<file path="src/rtl/nonce_sched_if.sv">
// Scheduler <-> SHA core handshake: launch pulse plus nonce out, done pulse plus hash word back.
interface nonce_sched_if;
    logic        core_start;
    logic [31:0] core_nonce;
    logic        core_done;
    logic [31:0] core_hash_msw;

    modport master (
        output core_start,
        output core_nonce,
        input  core_done,
        input  core_hash_msw
    );

    modport slave (
        input  core_start,
        input  core_nonce,
        output core_done,
        output core_hash_msw
    );
endinterface

</file>
<file path="src/rtl/nonce_sched.sv">
// Nonce sweep scheduler: launches the SHA core once per nonce in [nonce_start, nonce_end],
// checks the returned hash MS word against a target and reports found/exhausted/timeout.
module nonce_sched #(
    parameter int unsigned TIMEOUT = 128
) (
    input  logic               clk,
    input  logic               n_rst,
    input  logic               start,
    input  logic               abort,
    input  logic [31:0]        nonce_start,
    input  logic [31:0]        nonce_end,
    input  logic [31:0]        target_msw,
    nonce_sched_if.master      core,
    output logic               busy,
    output logic               done,
    output logic               found,
    output logic               exhausted,
    output logic               err,
    output logic [31:0]        found_nonce,
    output logic [31:0]        attempts
);

    localparam int unsigned WDOG_W   = (TIMEOUT > 2) ? $clog2(TIMEOUT) : 1;
    localparam int unsigned NONCE_W  = 32;

    typedef enum logic [2:0] {
        IDLE   = 3'd0,
        LAUNCH = 3'd1,
        WAIT   = 3'd2,
        CHECK  = 3'd3,
        TERM   = 3'd4
    } state_t;

    state_t               state, state_d;
    logic [NONCE_W-1:0]   cur, cur_d;
    logic [NONCE_W-1:0]   end_q, end_d;
    logic [NONCE_W-1:0]   tgt_q, tgt_d;
    logic [NONCE_W-1:0]   hash_q, hash_d;
    logic [WDOG_W-1:0]    wdog, wdog_d;
    logic [NONCE_W-1:0]   core_nonce_d;
    logic                 found_d, exhausted_d, err_d;
    logic [NONCE_W-1:0]   found_nonce_d, attempts_d;

    // State and datapath registers
    always_ff @(posedge clk or negedge n_rst) begin
        if (!n_rst) begin
            state           <= IDLE;
            cur             <= '0;
            end_q           <= '0;
            tgt_q           <= '0;
            hash_q          <= '0;
            wdog            <= '0;
            core.core_start <= 1'b0;
            core.core_nonce <= '0;
            busy            <= 1'b0;
            done            <= 1'b0;
            found           <= 1'b0;
            exhausted       <= 1'b0;
            err             <= 1'b0;
            found_nonce     <= '1;
            attempts        <= '0;
        end else begin
            state           <= state_d;
            cur             <= cur_d;
            end_q           <= end_d;
            tgt_q           <= tgt_d;
            hash_q          <= hash_d;
            wdog            <= wdog_d;
            core.core_start <= (state_d == LAUNCH);
            core.core_nonce <= core_nonce_d;
            busy            <= (state_d != IDLE);
            done            <= (state_d == TERM);
            found           <= found_d;
            exhausted       <= exhausted_d;
            err             <= err_d;
            found_nonce     <= found_nonce_d;
            attempts        <= attempts_d;
        end
    end

    // Next-state and datapath update; abort overrides everything outside IDLE
    always_comb begin
        state_d       = state;
        cur_d         = cur;
        end_d         = end_q;
        tgt_d         = tgt_q;
        hash_d        = hash_q;
        wdog_d        = wdog;
        core_nonce_d  = core.core_nonce;
        found_d       = found;
        exhausted_d   = exhausted;
        err_d         = err;
        found_nonce_d = found_nonce;
        attempts_d    = attempts;

        if (state != IDLE && abort) begin
            state_d = IDLE;
        end else begin
            case (state)
                IDLE: begin
                    if (start) begin
                        end_d         = nonce_end;
                        tgt_d         = target_msw;
                        found_d       = 1'b0;
                        exhausted_d   = 1'b0;
                        err_d         = 1'b0;
                        attempts_d    = '0;
                        found_nonce_d = '1;
                        if (nonce_start <= nonce_end) begin
                            cur_d        = nonce_start;
                            core_nonce_d = nonce_start;
                            state_d      = LAUNCH;
                        end else begin
                            exhausted_d  = 1'b1;
                            state_d      = TERM;
                        end
                    end
                end
                LAUNCH: begin
                    wdog_d  = '0;
                    state_d = WAIT;
                end
                WAIT: begin
                    if (core.core_done) begin
                        hash_d  = core.core_hash_msw;
                        state_d = CHECK;
                    end else if (wdog == WDOG_W'(TIMEOUT - 1)) begin
                        err_d   = 1'b1;
                        state_d = TERM;
                    end else begin
                        wdog_d  = WDOG_W'(wdog + WDOG_W'(1));
                    end
                end
                CHECK: begin
                    if (attempts != '1)
                        attempts_d = NONCE_W'(attempts + NONCE_W'(1));
                    // End-of-range test precedes the increment so a sweep ending at all-ones never wraps
                    if (hash_q <= tgt_q) begin
                        found_d       = 1'b1;
                        found_nonce_d = cur;
                        state_d       = TERM;
                    end else if (cur == end_q) begin
                        exhausted_d   = 1'b1;
                        state_d       = TERM;
                    end else begin
                        cur_d         = NONCE_W'(cur + NONCE_W'(1));
                        core_nonce_d  = NONCE_W'(cur + NONCE_W'(1));
                        state_d       = LAUNCH;
                    end
                end
                TERM: begin
                    state_d = IDLE;
                end
                default: begin
                    state_d = IDLE;
                end
            endcase
        end
    end

endmodule

</file>
<file path="src/flat_wrapper.sv">
// flat-port wrapper written by rule: the top's interface ports become plain ports
module nonce_sched_flat 
#(
    parameter int unsigned TIMEOUT = 128
)
  (clk, n_rst, start, abort, nonce_start, nonce_end, target_msw, busy, done, found, exhausted, err, found_nonce, attempts, core_core_start, core_core_nonce, core_core_done, core_core_hash_msw);
  nonce_sched_if core_i ();
  input  logic clk;
  input  logic n_rst;
  input  logic start;
  input  logic abort;
  input  logic [31:0] nonce_start;
  input  logic [31:0] nonce_end;
  input  logic [31:0] target_msw;
  output logic busy;
  output logic done;
  output logic found;
  output logic exhausted;
  output logic err;
  output logic [31:0] found_nonce;
  output logic [31:0] attempts;
  output wire logic [$bits(core_i.core_start)-1:0] core_core_start;
  output wire logic [$bits(core_i.core_nonce)-1:0] core_core_nonce;
  input wire logic [$bits(core_i.core_done)-1:0] core_core_done;
  input wire logic [$bits(core_i.core_hash_msw)-1:0] core_core_hash_msw;
  assign core_core_start = core_i.core_start;
  assign core_core_nonce = core_i.core_nonce;
  assign core_i.core_done = core_core_done;
  assign core_i.core_hash_msw = core_core_hash_msw;
  nonce_sched #(.TIMEOUT(TIMEOUT)) u_core (.clk(clk), .n_rst(n_rst), .start(start), .abort(abort), .nonce_start(nonce_start), .nonce_end(nonce_end), .target_msw(target_msw), .core(core_i), .busy(busy), .done(done), .found(found), .exhausted(exhausted), .err(err), .found_nonce(found_nonce), .attempts(attempts));
endmodule
</file>
<file path="config.mk">
export PLATFORM = sky130hd
export DESIGN_NAME = nonce_sched_flat
export DESIGN_NICKNAME = d
export VERILOG_FILES = /design/src/rtl/nonce_sched_if.sv /design/src/rtl/nonce_sched.sv /design/src/flat_wrapper.sv
export SDC_FILE = /design/constraint.sdc
export NUM_CORES = 1
export LEC_CHECK = 0
export ABC_AREA = 1
export BUFFER_PORTS_ARGS = -buffer_cell sky130_fd_sc_hd__buf_2
export CAP_MARGIN = 20
export CORE_MARGIN = 5
export CORE_UTILIZATION = 28
export DETAILED_ROUTE_END_ITERATION = 7
export SLEW_MARGIN = 20
export SYNTH_ARGS = -nofsm -noshare
export SYNTH_HDL_FRONTEND = slang
export SYNTH_SLANG_ARGS = --single-unit
export TNS_END_PERCENT = 10
</file>
<file path="constraint.sdc">
create_clock -name clk -period 2.5 [get_ports clk]
set_input_delay 0.625 -clock clk [delete_from_list [all_inputs] [get_ports clk]]
set_output_delay 0.625 -clock clk [all_outputs]
set_load 0.03 [all_outputs]
</file>
# Yosys cells after proc, flatten, opt, wreduce, memory -nomap -nowiden
# Index checks and enable logic that the tools add are counted.
[totals] register_bits=208 inputBits=133 out_inout_bits=102
[classes] n_addsub=3 n_lt_le_gt_ge=2 n_eq_ne=18 muxes=33 bitwise_logic=1 reduce_logical=15
[op_table] op="2-to-1 mux 32 bit" count=8
[op_table] op="one-hot mux 32 bit (2 select lines)" count=3
[op_table] op="adder 32 x 1 -> 32 bit (second input constant)" count=2
[op_table] op="less-or-equal comparator 32 bit" count=2
[op_table] op="equality test 32 bit" count=1
[op_table] op="!= test 32 bit (second input constant)" count=1
[op_table] op="2-to-1 mux 3 bit" count=7
[op_table] op="2-to-1 mux 7 bit" count=2
[op_table] op="one-hot mux 7 bit (2 select lines)" count=1
[op_table] op="one-hot mux 3 bit (4 select lines)" count=1
[op_table] op="AND reduction 4 bit" count=3
[op_table] op="!= test 2 x 1 -> 1 bit (second input constant)" count=5
[op_table] op="!= test 2 bit (second input constant)" count=5
[op_table] op="AND reduction 5 bit" count=2
[op_table] op="2-to-1 mux 1 bit" count=8
[op_table] op="adder 7 x 1 -> 7 bit (second input constant)" count=1
[op_table] op="equality test 7 bit (second input constant)" count=1
[op_table] op="equality test 3 x 1 -> 1 bit (second input constant)" count=2
[op_table] op="equality test 3 x 2 -> 1 bit (second input constant)" count=2
[op_table] op="one-hot mux 1 bit (2 select lines)" count=3
[op_table] op="AND reduction 3 bit" count=2
[op_table] op="AND reduction 6 bit" count=1
[op_table] op="nonzero test 2 bit" count=3
[op_table] op="nonzero test 3 bit" count=2
[op_table] op="other kinds (4)" count=4

# Longest topological paths before layout
[depth] ltp_word=6 mapped_depth=21 mapped_depth_nobuf=20

# Least setup slack after synthesis
# No wires, ideal clock.
[synth_timing] kind="input to register" start="input nonce_end[21]" end="register u_core.cur[17]" arrival_ns=1.962 required_time_ns=2.373 setup_slack_ns=0.411 stages=15 path_buffers=1 path_cell_list="inv_1 ha_1 a21oi_1 nor2_1 nor2_1 nand3_1 a21oi_1 nand2_1 nand3_1 nand2_1 inv_1 nand2_2 buf_4 nand2_1 o21ai_0"
[synth_between] elab_chain_cells=3
[synth_lines] item="from (decl)" line="flat_wrapper.sv:13" text="input logic [31:0] nonce_end;"
[synth_lines] item="less-or-equal comparator 32 bit" line="nonce_sched.sv:109" text="if (nonce_start <= nonce_end) begin"
[synth_lines] item="!= test 2 x 1 -> 1 bit (no line)"
[synth_lines] item="AND reduction 6 bit (no line)"
[synth_lines] item="to (signal assigned)" line="nonce_sched.sv:64" text="cur <= cur_d;"
[synth_lines] item="to (decl)" line="nonce_sched.sv:35" text="logic [NONCE_W-1:0] cur, cur_d;"
# Every way passes these cells.
# A chain may end at the register's enable or synchronous reset.

# Final worst setup path
[layout_timing] start="register u_core.hash_q[31]" end="register u_core.found_nonce[22]"
[layout_between] elab_chain_cells=3
[layout_lines] item="from (decl)" line="nonce_sched.sv:38" text="logic [NONCE_W-1:0] hash_q, hash_d;"
[layout_lines] item="from (signal assigned)" line="nonce_sched.sv:67" text="hash_q <= hash_d;"
[layout_lines] item="less-or-equal comparator 32 bit" line="nonce_sched.sv:138" text="if (hash_q <= tgt_q) begin"
[layout_lines] item="!= test 2 x 1 -> 1 bit (no line)"
[layout_lines] item="AND reduction 4 bit (no line)"
[layout_lines] item="to (signal assigned)" line="nonce_sched.sv:76" text="found_nonce <= found_nonce_d;"
[layout_lines] item="to (decl)" line="nonce_sched.sv:19" text="output logic [31:0] found_nonce,"
# Every way passes these cells.

==> run summary <==
status = completed
Synth warnings = 0
Total Routing Usage GR = 15.10%
Syn Nets = 1680
Sequential Area = 5246 um^2
Initial DRT Pass Iterations = 5
crit end category = flop
Post-Syn Area per Cell = 8.084 um^2
via count = 10730
Die Span Y = 216.7 um
Post-synth top cells = nand2_1 (382), dfrtp_1 (176), inv_1 (151)
final WL = 37350 um
Synth top area share = 36.81%
area occupied by multi-input gates = 5839 um^2
Max Cap Viol = 0
Yosys top cell by area = dfrtp_1
Distinct cells, synth = 47
Hold Crit Class = input port to flop
Mapped Area = 11960 um^2
clk_lat worst skew = 0.55 ns
flop-to-flop setup slack = 0.19 ns
f_max = 0.4332 GHz
Post-synth EDFFs = 0
Routed Antenna Nets = 0
largest stage delay on the critical path = 0.39 ns
Slew HR = 60.46%
Vias/cell = 4.605
Final period util = 92.34%
initial detailed-routing violation count = 657
final-report max-slew violation count = 0
CTS clk-pin slew, worst paths = 0.06 ns
Crit path top cell by count = nand2_1
Max stage delay cell, worst path = dfrtp_1
WP data arrival = 2.78 ns
Design Area, Final = 15220 um^2
DP HPWL = 28180 um
antenna violations before repair = 9
RePlAce Congestion = 0.9099
Power Total = 18140 uW
P&R area growth vs syn = 27.21%
first-pass GRT wire length = 57550 um
Critical Path Source Type = flop
post-synthesis register bit count = 208
TritonCTS Buffers = 26
FFs w/ async S/R, synth = 100.0%
register area share after synthesis = 43.84%
maximum VDD drop = 0.5980 mV
Sink Count = 208
Initial Util = 28.39%
placed cell areas = 14240 um^2
count leader, synth = nand2_1
hold path cells = 3
GR Overflow Total = 0
ys flop type = dfrtp_1
CTS root buf = clkbuf_16
synth top area cells = dfrtp_1 (37%), nand2_1 (12%), dfstp_2 (7.0%)
Cells after Synth = 1480
fin nets = 1967
CTS tree = yes
Core Box Area = 42130 um^2
critical path class = flop to flop
FP Rows = 75
WL/cell = 16.02 um
power per cell area = 1192 nW/um^2
Fill cells = 4381
final setup fails = 0
Buf/Inv on CP = 2
Die Wd = 216.7 um
Critical Path RT = 2.97 ns
CP delay by family, top = simple AND/OR/NAND/NOR gates
worst r2r path cells = 13
clk buf depth = 3
die area = 46960 um^2
Port Buffer Count = 234
measured slew at the worst slew-check pin = 0.5923 ns
Leak = 0.007658 uW
vias in the first global route = 10560
io pins = 235
crit-path cells = ha_1 -> nand2_1 -> nor2_2 -> nand2_1 -> nor4_4 -> nand2_1 -> nand2_2 -> nand2_1 -> o21ai_4 -> buf_4 -> clkbuf_16 -> nand2_1 -> o21ai_0
largest net degree at the start of global routing = 78
crit-path max FO = 33
share of layout cells above drive strength 1 = 26.13%
Fin. Hold Viols = 0
Post-route DRC = 0
htree depth = 1
Clock Skew = 0.01572 ns
final worst path period need = 2.309 ns
Crit path depth = 13
## kinds of logic (layout without fill, tap and decap cells)
family,after synthesis,count (layout),share of synthesized area (%)
AO/OA/AOI/OAI,237,237,10.42
buffers and inverters,222,529,7.645
flip-flops,208,208,43.84
AND/OR/NAND/NOR,637,637,22.21
XOR/XNOR,54,54,3.953
adder cells (fa/ha/maj),67,67,7.007
other,0,5,0
multiplexers,55,55,4.926
## power by group
part	leakage, uW	internal (uW)	total, uW	switching (uW)
Combinational	0.00469	3030	8450	5410
Sequential	0.00256	4980	5890	909
Clock	0.000414	2240	3800	1560
Total	0.00766	10300	18100	7880
## routing by layer
layer,global-route usage (%),wire length (um),part of all wire [%],up-vias
met5,0,25,0.067,-
met4,4.728,977,2.6,4
met3,3.335,2482,6.6,57
met2,24.02,17070,46,282
met1,20.59,16800,45,5026
li1,-,-,-,5365
## through the flow
step	instances	setup WS, ns	hold WS, ns	setup TNS, ns	utilization, %
after floorplan	1480	0.4112	0.3294	0	-
after global placement	2273	0.03322	0.4605	0	33.81
after detailed placement	2273	-0.007213	0.4753	-0.01114	33.81
after CTS	2322	0.1531	0.2639	0	35.89
after global routing	2331	-0.007920	0.2794	-0.01564	36.12
final	2331	0.1915	0.2891	0	36.12
## timing repair
action	in CTS	in global routing
endpoints found under the setup margin	0	41
hold endpoints to repair	13	0
resized for setup	0	6
hold buffers	1	0
buffers inserted	0	2
## worst register-to-register path, cell delays in order (launching register included)
cell and delay [ns]:
dfrtp_1 0.39, ha_1 0.30, nand2_1 0.08, nor2_2 0.14
nand2_1 0.13, nor4_4 0.17, nand2_1 0.10, nand2_2 0.11
nand2_1 0.12, o21ai_4 0.17, buf_4 0.17, clkbuf_16 0.21
nand2_1 0.06, o21ai_0 0.07
## path summary, 6_finish.rpt
check	from	endpoint
worst max-delay path	u_core.hash_q[31]	u_core.found_nonce[22]
worst min-delay path	target_msw[13]	u_core.tgt_q[13]
worst max register to register	u_core.hash_q[31]	u_core.found_nonce[22]
worst min register to register	u_core.found	u_core.found
max in group asynchronous	n_rst	u_core.hash_q[10]
min in group asynchronous	n_rst	u_core.end_q[29]
## sequential cells by signal (all words and copies together), names as in the netlist, 3 cells and up
register	cells
u_core.tgt_q	32
u_core.wdog	7
u_core.attempts	32
u_core.end_q	32
u_core.hash_q	32
u_core.found_nonce	32
u_core.cur	32
u_core.state	3
## cell usage in the layout (no fill, tap or decap), types with 6 or more instances in the layout
cell type	count
nor3_1	27
buf_12	7
clkbuf_16	29
a21oi_1	56
mux2i_1	24
buf_4	80
o31ai_1	11
dfstp_2	32
xor2_1	45
dfrtp_1	175
nand2_2	7
nor4_1	6
nand3_2	6
buf_2	233
nand2_1	380
ha_1	67
o21ai_1	8
nand3_1	33
xnor2_1	9
inv_1	150
mux2_2	31
nand4_1	16
clkbuf_8	6
o21ai_0	149
nor2_1	138
## cell type report
type | instances | share of cell area, %
multi-input cells | 1050 | 38.37
clock buffers | 36 | 4.990
flip-flops and latches | 208 | 34.47
diodes | 5 | 0.08221
clock inverters | 12 | 0.7070
well taps | 539 | 4.431
repair buffers | 325 | 13.09
inverters | 156 | 3.864
Note: power is estimated with default switching activity, not from simulation.
